===== config.mk =====
export PLATFORM = sky130hd
export DESIGN_NAME = param_divider
export DESIGN_NICKNAME = d
export VERILOG_FILES = /design/src/rtl/param_divider.sv
export SDC_FILE = /design/constraint.sdc
export NUM_CORES = 1
export LEC_CHECK = 0
export BUFFER_PORTS_ARGS = -buffer_cell sky130_fd_sc_hd__buf_2
export CORE_MARGIN = 2
export CORE_UTILIZATION = 30
export DETAILED_ROUTE_END_ITERATION = 7
export SETUP_SLACK_MARGIN = 0.05
export SLEW_MARGIN = 20
export SYNTH_ARGS = -nofsm -noshare
export SYNTH_HDL_FRONTEND = slang
export SYNTH_SLANG_ARGS = --single-unit

===== constraint.sdc =====
create_clock -name clk -period 5.97 [get_ports clk]
set_clock_uncertainty 0.2 [all_clocks]
set_input_delay 0.2985 -clock clk [delete_from_list [all_inputs] [get_ports clk]]
set_output_delay 0.2985 -clock clk [all_outputs]
set_load 0.02 [all_outputs]

===== src/rtl/param_divider.sv =====
// Iterative restoring divider, signed or unsigned.
// One quotient bit per cycle; divide-by-zero finishes at once.
module param_divider #(
  parameter int WIDTH = 32
) (
  input  logic             clk,
  input  logic             Rst,
  input  logic             Run,
  input  logic             Sgn,
  input  logic [WIDTH-1:0] Dvnd,
  input  logic [WIDTH-1:0] Dvsr,
  output logic [WIDTH-1:0] Q,
  output logic [WIDTH-1:0] R,
  output logic             Rdy,
  output logic             Busy,
  output logic             DivZ
);

  localparam int CW = (WIDTH > 2) ? $clog2(WIDTH) : 1;

  typedef enum logic [1:0] {
    IDLE,
    DIV,
    DONE
  } state_t;

  state_t             state_q, state_d;
  logic [2*WIDTH-1:0] rq_q, rq_d;
  logic [WIDTH-1:0]   dvsr_q, dvsr_d;
  logic [CW-1:0]      cnt_q, cnt_d;
  logic               negq_q, negq_d;
  logic               negr_q, negr_d;
  logic [WIDTH-1:0]   q_q, q_d;
  logic [WIDTH-1:0]   r_q, r_d;
  logic               divz_q, divz_d;

  logic [WIDTH-1:0]   mag_a;
  logic [WIDTH-1:0]   mag_b;
  logic [WIDTH:0]     diff;
  logic [2*WIDTH-1:0] rq_next;
  logic [WIDTH-1:0]   q_mag;
  logic [WIDTH-1:0]   r_mag;

  // Next-state, capture and one shift-subtract step per DIV cycle
  always_comb begin
    state_d = state_q;
    rq_d    = rq_q;
    dvsr_d  = dvsr_q;
    cnt_d   = cnt_q;
    negq_d  = negq_q;
    negr_d  = negr_q;
    q_d     = q_q;
    r_d     = r_q;
    divz_d  = divz_q;

    mag_a = (Sgn && Dvnd[WIDTH-1]) ? -Dvnd : Dvnd;
    mag_b = (Sgn && Dvsr[WIDTH-1]) ? -Dvsr : Dvsr;

    // Partial remainder shifted left with the next dividend bit
    diff = rq_q[2*WIDTH-1:WIDTH-1] - {1'b0, dvsr_q};
    if (diff[WIDTH]) begin
      rq_next = {rq_q[2*WIDTH-2:0], 1'b0};
    end else begin
      rq_next = {diff[WIDTH-1:0], rq_q[WIDTH-2:0], 1'b1};
    end
    q_mag = rq_next[WIDTH-1:0];
    r_mag = rq_next[2*WIDTH-1:WIDTH];

    unique case (state_q)
      IDLE, DONE: begin
        if (Run) begin
          divz_d = 1'b0;
          if (Dvsr == '0) begin
            state_d = DONE;
            q_d     = '1;
            r_d     = Dvnd;
            divz_d  = 1'b1;
          end else begin
            state_d = DIV;
            rq_d    = {{WIDTH{1'b0}}, mag_a};
            dvsr_d  = mag_b;
            cnt_d   = '0;
            negq_d  = Sgn && (Dvnd[WIDTH-1] ^ Dvsr[WIDTH-1]);
            negr_d  = Sgn && Dvnd[WIDTH-1];
          end
        end
      end
      DIV: begin
        rq_d  = rq_next;
        cnt_d = cnt_q + 1'b1;
        if (cnt_q == CW'(WIDTH-1)) begin
          state_d = DONE;
          cnt_d   = '0;
          q_d     = negq_q ? -q_mag : q_mag;
          r_d     = negr_q ? -r_mag : r_mag;
        end
      end
      default: state_d = IDLE;
    endcase
  end

  // State and result registers with synchronous reset
  always_ff @(posedge clk) begin
    if (Rst) begin
      state_q <= IDLE;
      rq_q    <= '0;
      dvsr_q  <= '0;
      cnt_q   <= '0;
      negq_q  <= 1'b0;
      negr_q  <= 1'b0;
      q_q     <= '0;
      r_q     <= '0;
      divz_q  <= 1'b0;
    end else begin
      state_q <= state_d;
      rq_q    <= rq_d;
      dvsr_q  <= dvsr_d;
      cnt_q   <= cnt_d;
      negq_q  <= negq_d;
      negr_q  <= negr_d;
      q_q     <= q_d;
      r_q     <= r_d;
      divz_q  <= divz_d;
    end
  end

  assign Q    = q_q;
  assign R    = r_q;
  assign DivZ = divz_q;
  assign Busy = (state_q == DIV);
  assign Rdy  = (state_q == DONE);

endmodule

==> impl_metrics.env, run 1 <==
export IMPL_ant_nets=0
export IMPL_grt_max_degree=86
export IMPL_slowest_stage="nor4_1"
export IMPL_globalRouteOverflowTotal=0
export IMPL_fin_hold_ws_ns=0.0144
export IMPL_root_buffer="clkbuf_16"
export IMPL_grt_pass1_wl_mm=61.9
export IMPL_p_leak_uw=0.00521
export IMPL_final_common_cell="nor2_1"
export IMPL_setup_ws_ns=0.953
export IMPL_worstPathMaxFanout=16
export IMPL_post_cts_resized=0
export IMPL_initial_core_util_pct=30.6
export IMPL_n_fill_cell=4153
export IMPL_wl_per_cell_microns=18.0
export IMPL_reg2reg_slack_ns=0.95
export IMPL_synth_area_mux_share_pct=2.19
export IMPL_final_cell_mix="nor2_1 (239), dfxtp_1 (170), nand2_1 (134)"
export IMPL_worstSetupStartpointType="flip-flop"
export IMPL_io_buffers=134
export IMPL_reg2reg_depth=21
export IMPL_drv_slew=0
export IMPL_async_flop_share_pct=0
export IMPL_ir_drop_uv=169
export IMPL_coreArea_sq_um=38900
export IMPL_synth_flop_cell="dfxtp_1"
export IMPL_critPathBufInv=3
export IMPL_grt_setup_unrepaired="no"
export IMPL_drc=0
export IMPL_clk_latency_ns=0.45
export IMPL_hold_viol=0
export IMPL_viasPerCell=5.40
export IMPL_cts_tree="built"
export IMPL_vias=11800
export IMPL_cp_arrival_ns=5.16
export IMPL_holdPathStages=3
export IMPL_grt_pass1_vias=11100
export IMPL_powerDensity_nw_per_um2=257
export IMPL_die_area_sq_um=41300
export IMPL_synth_top_family_by_area="compound AO/OA/AOI/OAI gates"
export IMPL_synth_adder_area_share_pct=4.16
export IMPL_cp_slowest_stage_delay_ns=0.48
export IMPL_clock_sinks=170
export IMPL_cts_max_path_buffers=2
export IMPL_fin_setup_tns_ns=0
export IMPL_area_growth_pct=14.8
export IMPL_min_delay_start="Dvsr[1]"
export IMPL_netlist_instances=1572
export IMPL_worst_pin_slew_ns=1.06
export IMPL_hpwlAfterDp_mm=29.9
export IMPL_globalplace_congestion=0.892
export IMPL_grtUsageTotal_pct=18.8
export IMPL_fin_nets=1754
export IMPL_post_cts_buffers=0
export IMPL_place_inst=2130
export IMPL_finalWirelength_mm=39.2
export IMPL_synth_cell_area_sq_um=11900
export IMPL_synthSimpleGateAreaFrac_pct=21.7
export IMPL_r2r_start="rq_q[31]"
export IMPL_fmax_mhz=199
export IMPL_final_min_clock_period_ns=5.02
export IMPL_max_cap_violations=0
export IMPL_die_y_microns=203
export IMPL_pin_count=135
export IMPL_antenna_cells=0
export IMPL_drive_above_1_share_pct=13.9
export IMPL_dr_pass1_iters=6
export IMPL_utilization_pct=35.1
export IMPL_num_rows=72
export IMPL_drt_iter0_drc=876
export IMPL_cts_clk_slew_worst_paths_ns=0.07
export IMPL_synth_xor_area_share_pct=9.64
export IMPL_cts_made_buffers=17
export IMPL_slew_limit_headroom_pct=28.9
export IMPL_synth_compound_area_share_pct=28.1
export IMPL_syn_avg_cell_area_sq_um=7.57
export IMPL_end_kind="flip-flop"
export IMPL_htree_levels=4
export IMPL_finalCritPeriodShare_pct=84.0
export IMPL_synth_edff_count=0
export IMPL_instances_no_fill=2178
export IMPL_holdCritPathClass="input port to flip-flop"
export IMPL_antenna_found_initial=0
export IMPL_setup_viol=0
export IMPL_seq_area_frac_synth_pct=28.6
export IMPL_yosysUniqueCellTypes=85
export IMPL_worst_setup_path_type="flip-flop to flip-flop"
export IMPL_min_delay_worst_endpoint="dvsr_q[1]"
export IMPL_r2r_end="R[28]"
export IMPL_cp_top_family="compound AO/OA/AOI/OAI gates"
export IMPL_cp_required_ns=6.11
export IMPL_path_cells="inv_1 > ha_1 > inv_1 > fa_1 > a211oi_2 > o211ai_2 > nand4b_1 > a21oi_2 > o21a_4 > nor2_4 > inv_2 > a21oi_1 > ha_1 > nor2b_1 > nand4_1 > nor4_1 > o211ai_1 > nor2_1 > a21oi_1 > xor2_1 > a221oi_1"
export IMPL_outcome="completed"
export IMPL_synthesis_nets=1679
export IMPL_yosysWarnings=0
export IMPL_die_w_microns=203
export IMPL_pre_cts_slack_ns=1.01
export IMPL_yosys_register_bits=170
-- cells in the mapped netlist (7+ instances only) --
library cell / number / area, sq um
a311oi_1: 13 / 114
nand2_1: 134 / 503
o31ai_1: 22 / 165
mux2i_1: 26 / 260
o211ai_1: 22 / 165
a21o_1: 15 / 113
xor2_1: 65 / 569
o22ai_1: 15 / 93.8
nand3_1: 19 / 95.1
nor2_1: 240 / 901
o21ai_1: 7 / 35.0
or3_1: 24 / 150
inv_1: 47 / 176
nor3_1: 26 / 130
o21ai_0: 73 / 365
and3_1: 12 / 75.1
a31oi_1: 42 / 263
a21oi_1: 121 / 606
or4_1: 13 / 97.6
clkbuf_1: 69 / 259
and2_1: 9 / 56.3
dfxtp_1: 170 / 3400
a211oi_1: 75 / 563
ha_1: 38 / 475
nor4_1: 16 / 100
buf_2: 30 / 150
o41ai_1: 13 / 114
nand4_1: 12 / 75.1
nand2b_1: 15 / 93.8
xnor2_1: 66 / 578
-- area by class of cell --
class	instances	area, sq um	share of cell area (%)
Multi-Input combinational cell	1244	7860	57.6
Sequential cell	170	3400	24.9
Timing Repair Buffer	165	958	7.02
Tap cell	518	648	4.74
Clock buffer	17	425	3.11
Inverter	49	184	1.35
Clock inverter	15	178	1.30
-- logic make-up after synthesis --
kind of cell | after synthesis
AO/OA/AOI/OAI | 489
XOR/XNOR | 131
adder cells (fa/ha/maj) | 39
buffers and inverters | 158
flip-flops | 170
multiplexers | 26
AND/OR/NAND/NOR | 559
-- repair_timing --
| item | in CTS | in global routing |
|---|---|---|
| endpoints found under the setup margin | 0 | 0 |
| hold endpoints to repair | 16 | 0 |
| hold buffers | 16 | 0 |
-- where the power goes --
| part | internal, uW | switching (uW) |
|---|---|---|
| Clock | 599 | 553 |
| Combinational | 415 | 712 |
| Sequential | 1180 | 53.4 |
| Total | 2200 | 1320 |
-- stage by stage --
step,total power [uW],area [sq um]
6_report,3520,13700
3_3_place_gp,2360,12900
5_1_grt,3710,13700
2_1_floorplan,2080,11900
3_5_place_dp,2370,12900
4_1_cts,3520,13700
-- worst min-delay path, stage by stage --
cell      delay (ns)
buf_2           0.13
nand2_1         0.06
a311oi_1        0.11
-- registers in the layout (all words and copies together), names as in the netlist --
| name | cells |
|---|---|
| DivZ | 1 |
| Q | 32 |
| R | 32 |
| cnt_q | 5 |
| dvsr_q | 32 |
| negq_q | 1 |
| negr_q | 1 |
| rq_q | 64 |
| state_q | 2 |
-- worst max-delay path by stage --
| stage | from | endpoint | slack [ns] | cells after the start |
|---|---|---|---|---|
| after floorplan | rq_q[31] | Q[26] | 1.40 | 21 |
| after global placement | rq_q[31] | R[30] | 1.20 | 21 |
| after detailed placement | rq_q[31] | R[28] | 1.01 | 21 |
| after CTS | rq_q[31] | R[28] | 0.93 | 21 |
| after global routing | rq_q[31] | R[24] | 0.39 | 21 |
| final | rq_q[31] | R[28] | 0.95 | 21 |
-- routing by layer --
| layer | track usage, % | up-vias | share of wire, % |
|---|---|---|---|
| met3 | 2.72 | 38 | 5.1 |
| met5 | 0 | - | 0 |
| met1 | 24.9 | 5557 | 46 |
| li1 | - | 5832 | - |
| met2 | 31.8 | 337 | 48 |
| met4 | 4.80 | 0 | 1.5 |
Note: power is estimated with default switching activity, not from simulation.
==> run 2: changes to the inputs <==
==> constraint.sdc (replaced) <==
create_clock -name clk -period 4.55 [get_ports clk]
set_clock_uncertainty 0.2 [all_clocks]
set_input_delay 0.2275 -clock clk [delete_from_list [all_inputs] [get_ports clk]]
set_output_delay 0.2275 -clock clk [all_outputs]
set_load 0.02 [all_outputs]
==> impl_metrics.env, run 2 (synthesis gave the netlist of run 1 again) <==
export IMPL_final_min_clock_period_ns=4.35
export IMPL_initial_core_util_pct=30.6
export IMPL_num_rows=72
export IMPL_slowest_stage="or4_1"
export IMPL_reg2reg_depth=19
export IMPL_fin_nets=1823
export IMPL_cp_required_ns=4.71
export IMPL_wl_per_cell_microns=17.9
export IMPL_worstSetupStartpointType="flip-flop"
export IMPL_cts_tree="built"
export IMPL_drive_above_1_share_pct=17.4
export IMPL_grt_use_met1_pct=26.1
export IMPL_final_cell_mix="nor2_1 (237), dfxtp_1 (165), nand2_1 (134)"
export IMPL_dr_pass1_iters=5
export IMPL_drt_iter0_drc=991
export IMPL_end_kind="flip-flop"
export IMPL_use_met2_pct=32.0
export IMPL_finalCritPeriodShare_pct=95.7
export IMPL_die_y_microns=203
export IMPL_grtUsageTotal_pct=19.2
export IMPL_r2r_start="rq_q[31]"
export IMPL_setup_viol=0
export IMPL_holdCritPathClass="input port to flip-flop"
export IMPL_die_area_sq_um=41300
export IMPL_grt_pass1_wl_mm=63.0
export IMPL_cp_slowest_stage_delay_ns=0.51
export IMPL_cts_clk_slew_worst_paths_ns=0.07
export IMPL_cts_made_buffers=17
export IMPL_io_buffers=134
export IMPL_viasPerCell=5.32
export IMPL_n_fill_cell=4109
export IMPL_outcome="completed"
export IMPL_area_growth_pct=21.5
export IMPL_setup_ws_ns=0.196
export IMPL_grt_max_degree=87
export IMPL_hpwlAfterDp_mm=30.2
export IMPL_drc=0
export IMPL_p_leak_uw=0.00558
export IMPL_pre_cts_slack_ns=0.0464
export IMPL_cts_max_path_buffers=2
export IMPL_globalplace_congestion=0.893
export IMPL_slew_limit_headroom_pct=39.7
export IMPL_critPathBufInv=4
export IMPL_ant_nets=0
export IMPL_path_cells="inv_2 > ha_4 > inv_2 > fa_2 > a211oi_4 > o211ai_2 > nand4b_1 > a21oi_2 > nor3_2 > nor2_4 > inv_2 > buf_12 > ha_1 > nand3_1 > or4_1 > or3_4 > o31ai_2 > xor2_1 > a211oi_1"
export IMPL_globalRouteOverflowTotal=0
export IMPL_die_w_microns=203
export IMPL_hold_viol=0
export IMPL_cp_arrival_ns=4.52
export IMPL_cp_top_family="simple AND/OR/NAND/NOR gates"
export IMPL_powerDensity_nw_per_um2=335
export IMPL_dpl_instance_area_sq_um=13200
export IMPL_utilization_pct=37.2
export IMPL_clock_sinks=170
export IMPL_min_delay_start="Dvsr[14]"
export IMPL_finalWirelength_mm=40.3
export IMPL_clk_latency_ns=0.45
export IMPL_worstPathMaxFanout=37
export IMPL_top_register="rq_q"
export IMPL_r2r_end="Q[26]"
export IMPL_grt_pass1_vias=11200
export IMPL_min_delay_worst_endpoint="dvsr_q[14]"
export IMPL_ir_drop_uv=245
export IMPL_worst_pin_slew_ns=0.904
export IMPL_worst_setup_path_type="flip-flop to flip-flop"
export IMPL_fmax_mhz=230
export IMPL_htree_levels=4
export IMPL_root_buffer="clkbuf_16"
export IMPL_drv_slew=0
export IMPL_final_common_cell="nor2_1"
export IMPL_coreArea_sq_um=38900
export IMPL_reg2reg_slack_ns=0.20
export IMPL_pin_count=135
export IMPL_final_area_sq_um=14500
export IMPL_grt_setup_unrepaired="yes"
export IMPL_antenna_cells=0
export IMPL_antenna_found_initial=0
export IMPL_busiest_layer="met2"
export IMPL_cp_common_cell="inv_2"
export IMPL_power_uw=4840
export IMPL_vias=12000
export IMPL_use_met3_pct=2.17
export IMPL_holdPathStages=4
export IMPL_largest_reg_flops=64
export IMPL_max_cap_violations=0
run 2: changes by cell type in the layout (fill, tap and decap cells not counted), sizes merged:
cell,delta
buf,+41
bufinv,+3
clkbuf,+1
clkinv,-1
clkinvlp,-1
dlygate4sd3,+28
inv,-2
run 2: worst max-delay path by stage:
stage / startpoint / end / slack, ns / depth (start not counted)
floorplan: rq_q[31] / R[30] / 0.08 / 22
global placement: dvsr_q[1] / R[25] / 0.07 / 15
detailed placement: dvsr_q[1] / R[25] / 0.05 / 15
CTS: rq_q[31] / R[30] / 0.06 / 20
global route: rq_q[31] / R[30] / -0.04 / 23
finish: rq_q[31] / Q[26] / 0.20 / 19
run 2: routing by layer:
layer	wire, microns	up-vias
met4	640	0
li1	-	5970
met1	18800	5660
met3	1720	27
met2	19100	293
met5	0	-
run 2: metrics by stage:
step / cells / setup TNS (ns) / hold WS, ns
3_5_place_dp: 2163 / 0 / 0.250
6_report: 2247 / 0 / 0.0199
4_1_cts: 2240 / 0 / 0.00655
5_1_grt: 2247 / -0.0974 / 0.0307
3_3_place_gp: 2163 / 0 / 0.243
2_1_floorplan: 1572 / 0 / 0.163
run 2: what timing repair did:
action | in CTS | in global routing
setup endpoints to repair | 2 | 22
endpoints found under the hold margin | 44 | 0
pin swaps | 5 | 16
hold buffers | 44 | 0
gates resized for setup | 6 | 31
setup buffers | 1 | 7
run 2: final cells by class:
class	count	area, sq um	share of cell area (%)
inverter	49	184	1.27
clock buffer	18	429	2.97
sequential	170	3410	23.6
timing repair buffer	234	1580	11.0
clock inverter	14	213	1.47
multi-input combinational	1244	8000	55.3
tap	518	648	4.48
run 2: power by group:
group	leakage (uW)	internal, uW	total (uW)	switching [uW]
Clock	0.000316	936	1620	687
Sequential	0.00139	1550	1630	72.8
Combinational	0.00388	627	1590	967
run 2: worst min-delay path, delay by kind of cell:
family	cells	cell delay (ns)
AOI/OAI and AO/OA	1	0.05
xor gates and xnor gates	1	0.13
buffers and inverters	1	0.10
and+or+nand+nor	1	0.11
==> run 3: changes to the inputs <==
--- a/config.mk
+++ b/config.mk
@@ -6,6 +6,7 @@
 export NUM_CORES = 1
 export LEC_CHECK = 0
 export BUFFER_PORTS_ARGS = -buffer_cell sky130_fd_sc_hd__buf_2
+export CORE_ASPECT_RATIO = 0.5
 export CORE_MARGIN = 2
 export CORE_UTILIZATION = 30
 export DETAILED_ROUTE_END_ITERATION = 7
==> impl_metrics.env, run 3 (synthesis gave the netlist of run 1 again) <==
export IMPL_die_area_sq_um=41400
export IMPL_die_w_microns=286
export IMPL_antenna_cells=0
export IMPL_pin_count=135
export IMPL_slew_limit_headroom_pct=28.9
export IMPL_hold_viol=1
export IMPL_worst_pin_slew_ns=1.07
export IMPL_reg2reg_depth=18
export IMPL_viasPerCell=5.26
export IMPL_p_int_uw=3010
export IMPL_path_cells="ha_2 > a21oi_1 > o211ai_2 > a221oi_4 > a21oi_4 > o21a_4 > nor2_4 > mux2i_2 > ha_2 > buf_4 > nand2_1 > nor4_2 > and3_1 > o211ai_1 > nor2_1 > a21oi_1 > xor2_1 > a221oi_1"
export IMPL_slowest_stage="dfxtp_1"
export IMPL_place_inst=2181
export IMPL_p_leak_uw=0.00560
export IMPL_ir_drop_uv=244
export IMPL_wl_per_cell_microns=17.3
export IMPL_outcome="finished, violations left"
export IMPL_ant_nets=0
export IMPL_globalplace_congestion=0.892
export IMPL_worstSetupStartpointType="flip-flop"
export IMPL_drc=0
export IMPL_min_delay_start="Dvsr[14]"
export IMPL_instances_no_fill=2266
export IMPL_cp_slowest_stage_delay_ns=0.42
export IMPL_clock_sinks=170
export IMPL_drive_above_1_share_pct=17.8
export IMPL_cts_tree="built"
export IMPL_cts_clk_slew_worst_paths_ns=0.07
export IMPL_violations="negative hold slack"
export IMPL_r2r_start="rq_q[40]"
export IMPL_cts_made_buffers=17
export IMPL_holdCritPathClass="input port to flip-flop"
export IMPL_power_switching_uw=1760
export IMPL_finalCritPeriodShare_pct=95.9
export IMPL_holdPathStages=4
export IMPL_antenna_found_initial=0
export IMPL_io_buffers=134
export IMPL_seq_power_share_pct=33.9
export IMPL_drv_slew=0
export IMPL_combPwrFrac_pct=33.6
export IMPL_grt_pass1_wl_mm=61.2
export IMPL_worstPathMaxFanout=7
export IMPL_cp_required_ns=4.70
export IMPL_multi_input_area_sq_um=8020
export IMPL_utilization_pct=37.2
export IMPL_finalWirelength_mm=39.2
export IMPL_clk_latency_ns=0.45
export IMPL_fin_nets=1830
export IMPL_setup_viol=0
export IMPL_top_register="rq_q"
export IMPL_final_common_cell="nor2_1"
export IMPL_grt_pass1_vias=11100
export IMPL_ff_latch_area_sq_um=3410
export IMPL_crit_start="rq_q[40]"
export IMPL_fin_hold_ws_ns=-0.0129
export IMPL_power_uw=4780
export IMPL_final_cell_mix="nor2_1 (239), dfxtp_1 (166), nand2_1 (133), buf_2 (133), a21oi_1 (119)"
export IMPL_end_kind="flip-flop"
export IMPL_root_buffer="clkbuf_16"
export IMPL_vias=11900
export IMPL_cp_arrival_ns=4.51
export IMPL_grt_max_degree=116
export IMPL_area_growth_pct=21.7
export IMPL_num_rows=51
export IMPL_swShare_pct=36.9
export IMPL_powerDensity_nw_per_um2=330
export IMPL_coreArea_sq_um=39000
export IMPL_largest_reg_flops=64
export IMPL_grtUsageTotal_pct=18.6
export IMPL_worst_setup_path_type="flip-flop to flip-flop"
export IMPL_n_fill_cell=3987
export IMPL_fmax_mhz=229
export IMPL_drt_iter0_drc=928
export IMPL_final_min_clock_period_ns=4.36
export IMPL_hpwlAfterDp_mm=28.9
export IMPL_htree_levels=4
export IMPL_dr_pass1_iters=6
export IMPL_initial_core_util_pct=30.5
export IMPL_cts_max_path_buffers=2
export IMPL_die_y_microns=145
export IMPL_max_cap_violations=0
export IMPL_grt_setup_unrepaired="yes"
export IMPL_globalRouteOverflowTotal=0
export IMPL_clockPowerShare_pct=32.4
-- run 3: power groups by stage --
stage | Combinational [uW] | Sequential (uW) | Clock, uW
2_1_floorplan | 1100 | 1630 | 0
3_3_place_gp | 1490 | 1650 | 0
3_5_place_dp | 1490 | 1650 | 0
4_1_cts | 1540 | 1620 | 1570
5_1_grt | 1770 | 1630 | 1640
6_report | 1610 | 1620 | 1550
-- run 3: repair_timing --
action / in CTS / in global routing
setup endpoints to repair: 4 / 33
pin swaps: 6 / 19
resized for setup: 5 / 38
endpoints found under the hold margin: 41 / 1
buffers inserted: 4 / 8
hold buffers: 40 / 1
-- run 3: routing by layer --
| layer | vias to the layer above | track usage, % | wire [microns] |
|---|---|---|---|
| li1 | 5978 | - | - |
| met1 | 5601 | 25.1 | 18400 |
| met2 | 280 | 31.1 | 18500 |
| met3 | 49 | 2.71 | 1580 |
| met4 | 0 | 5.13 | 778 |
| met5 | - | 0 | 0 |
-- run 3: cell type report --
cell class | instances | area share (%)
multi-input combinational | 1244 | 55.3
sequential | 170 | 23.5
clock inverter | 14 | 1.20
inverter | 49 | 1.29
timing repair buffer | 241 | 11.1
clock buffer | 18 | 2.96
tap | 530 | 4.58
-- run 3: worst max-delay path, delay by kind of cell, from the launching register on --
| kind | cells | cell delay (ns) |
|---|---|---|
| AND/OR/NAND/NOR | 5 | 0.90 |
| flip-flops | 1 | 0.42 |
| AO/OA/AOI/OAI | 8 | 1.62 |
| buffers and inverters | 1 | 0.11 |
| XOR/XNOR | 1 | 0.15 |
| adder cells (fa/ha/maj) | 2 | 0.57 |
| multiplexers | 1 | 0.28 |
-- run 3: stage by stage --
stage          setup WS (ns)  setup TNS (ns)  instance area (sq um)
5_1_grt              -0.0790          -0.131                  14500
3_5_place_dp          0.0320               0                  13200
3_3_place_gp           0.135               0                  13200
4_1_cts               0.0519               0                  14300
6_report               0.185               0                  14500
2_1_floorplan         0.0816               0                  11900
-- run 3: path summary, 6_finish.rpt --
check        slack (ns)          to
min reg2reg        0.26  dvsr_q[30]
min               -0.01  dvsr_q[14]
max                0.19       R[28]
max reg2reg        0.19       R[28]
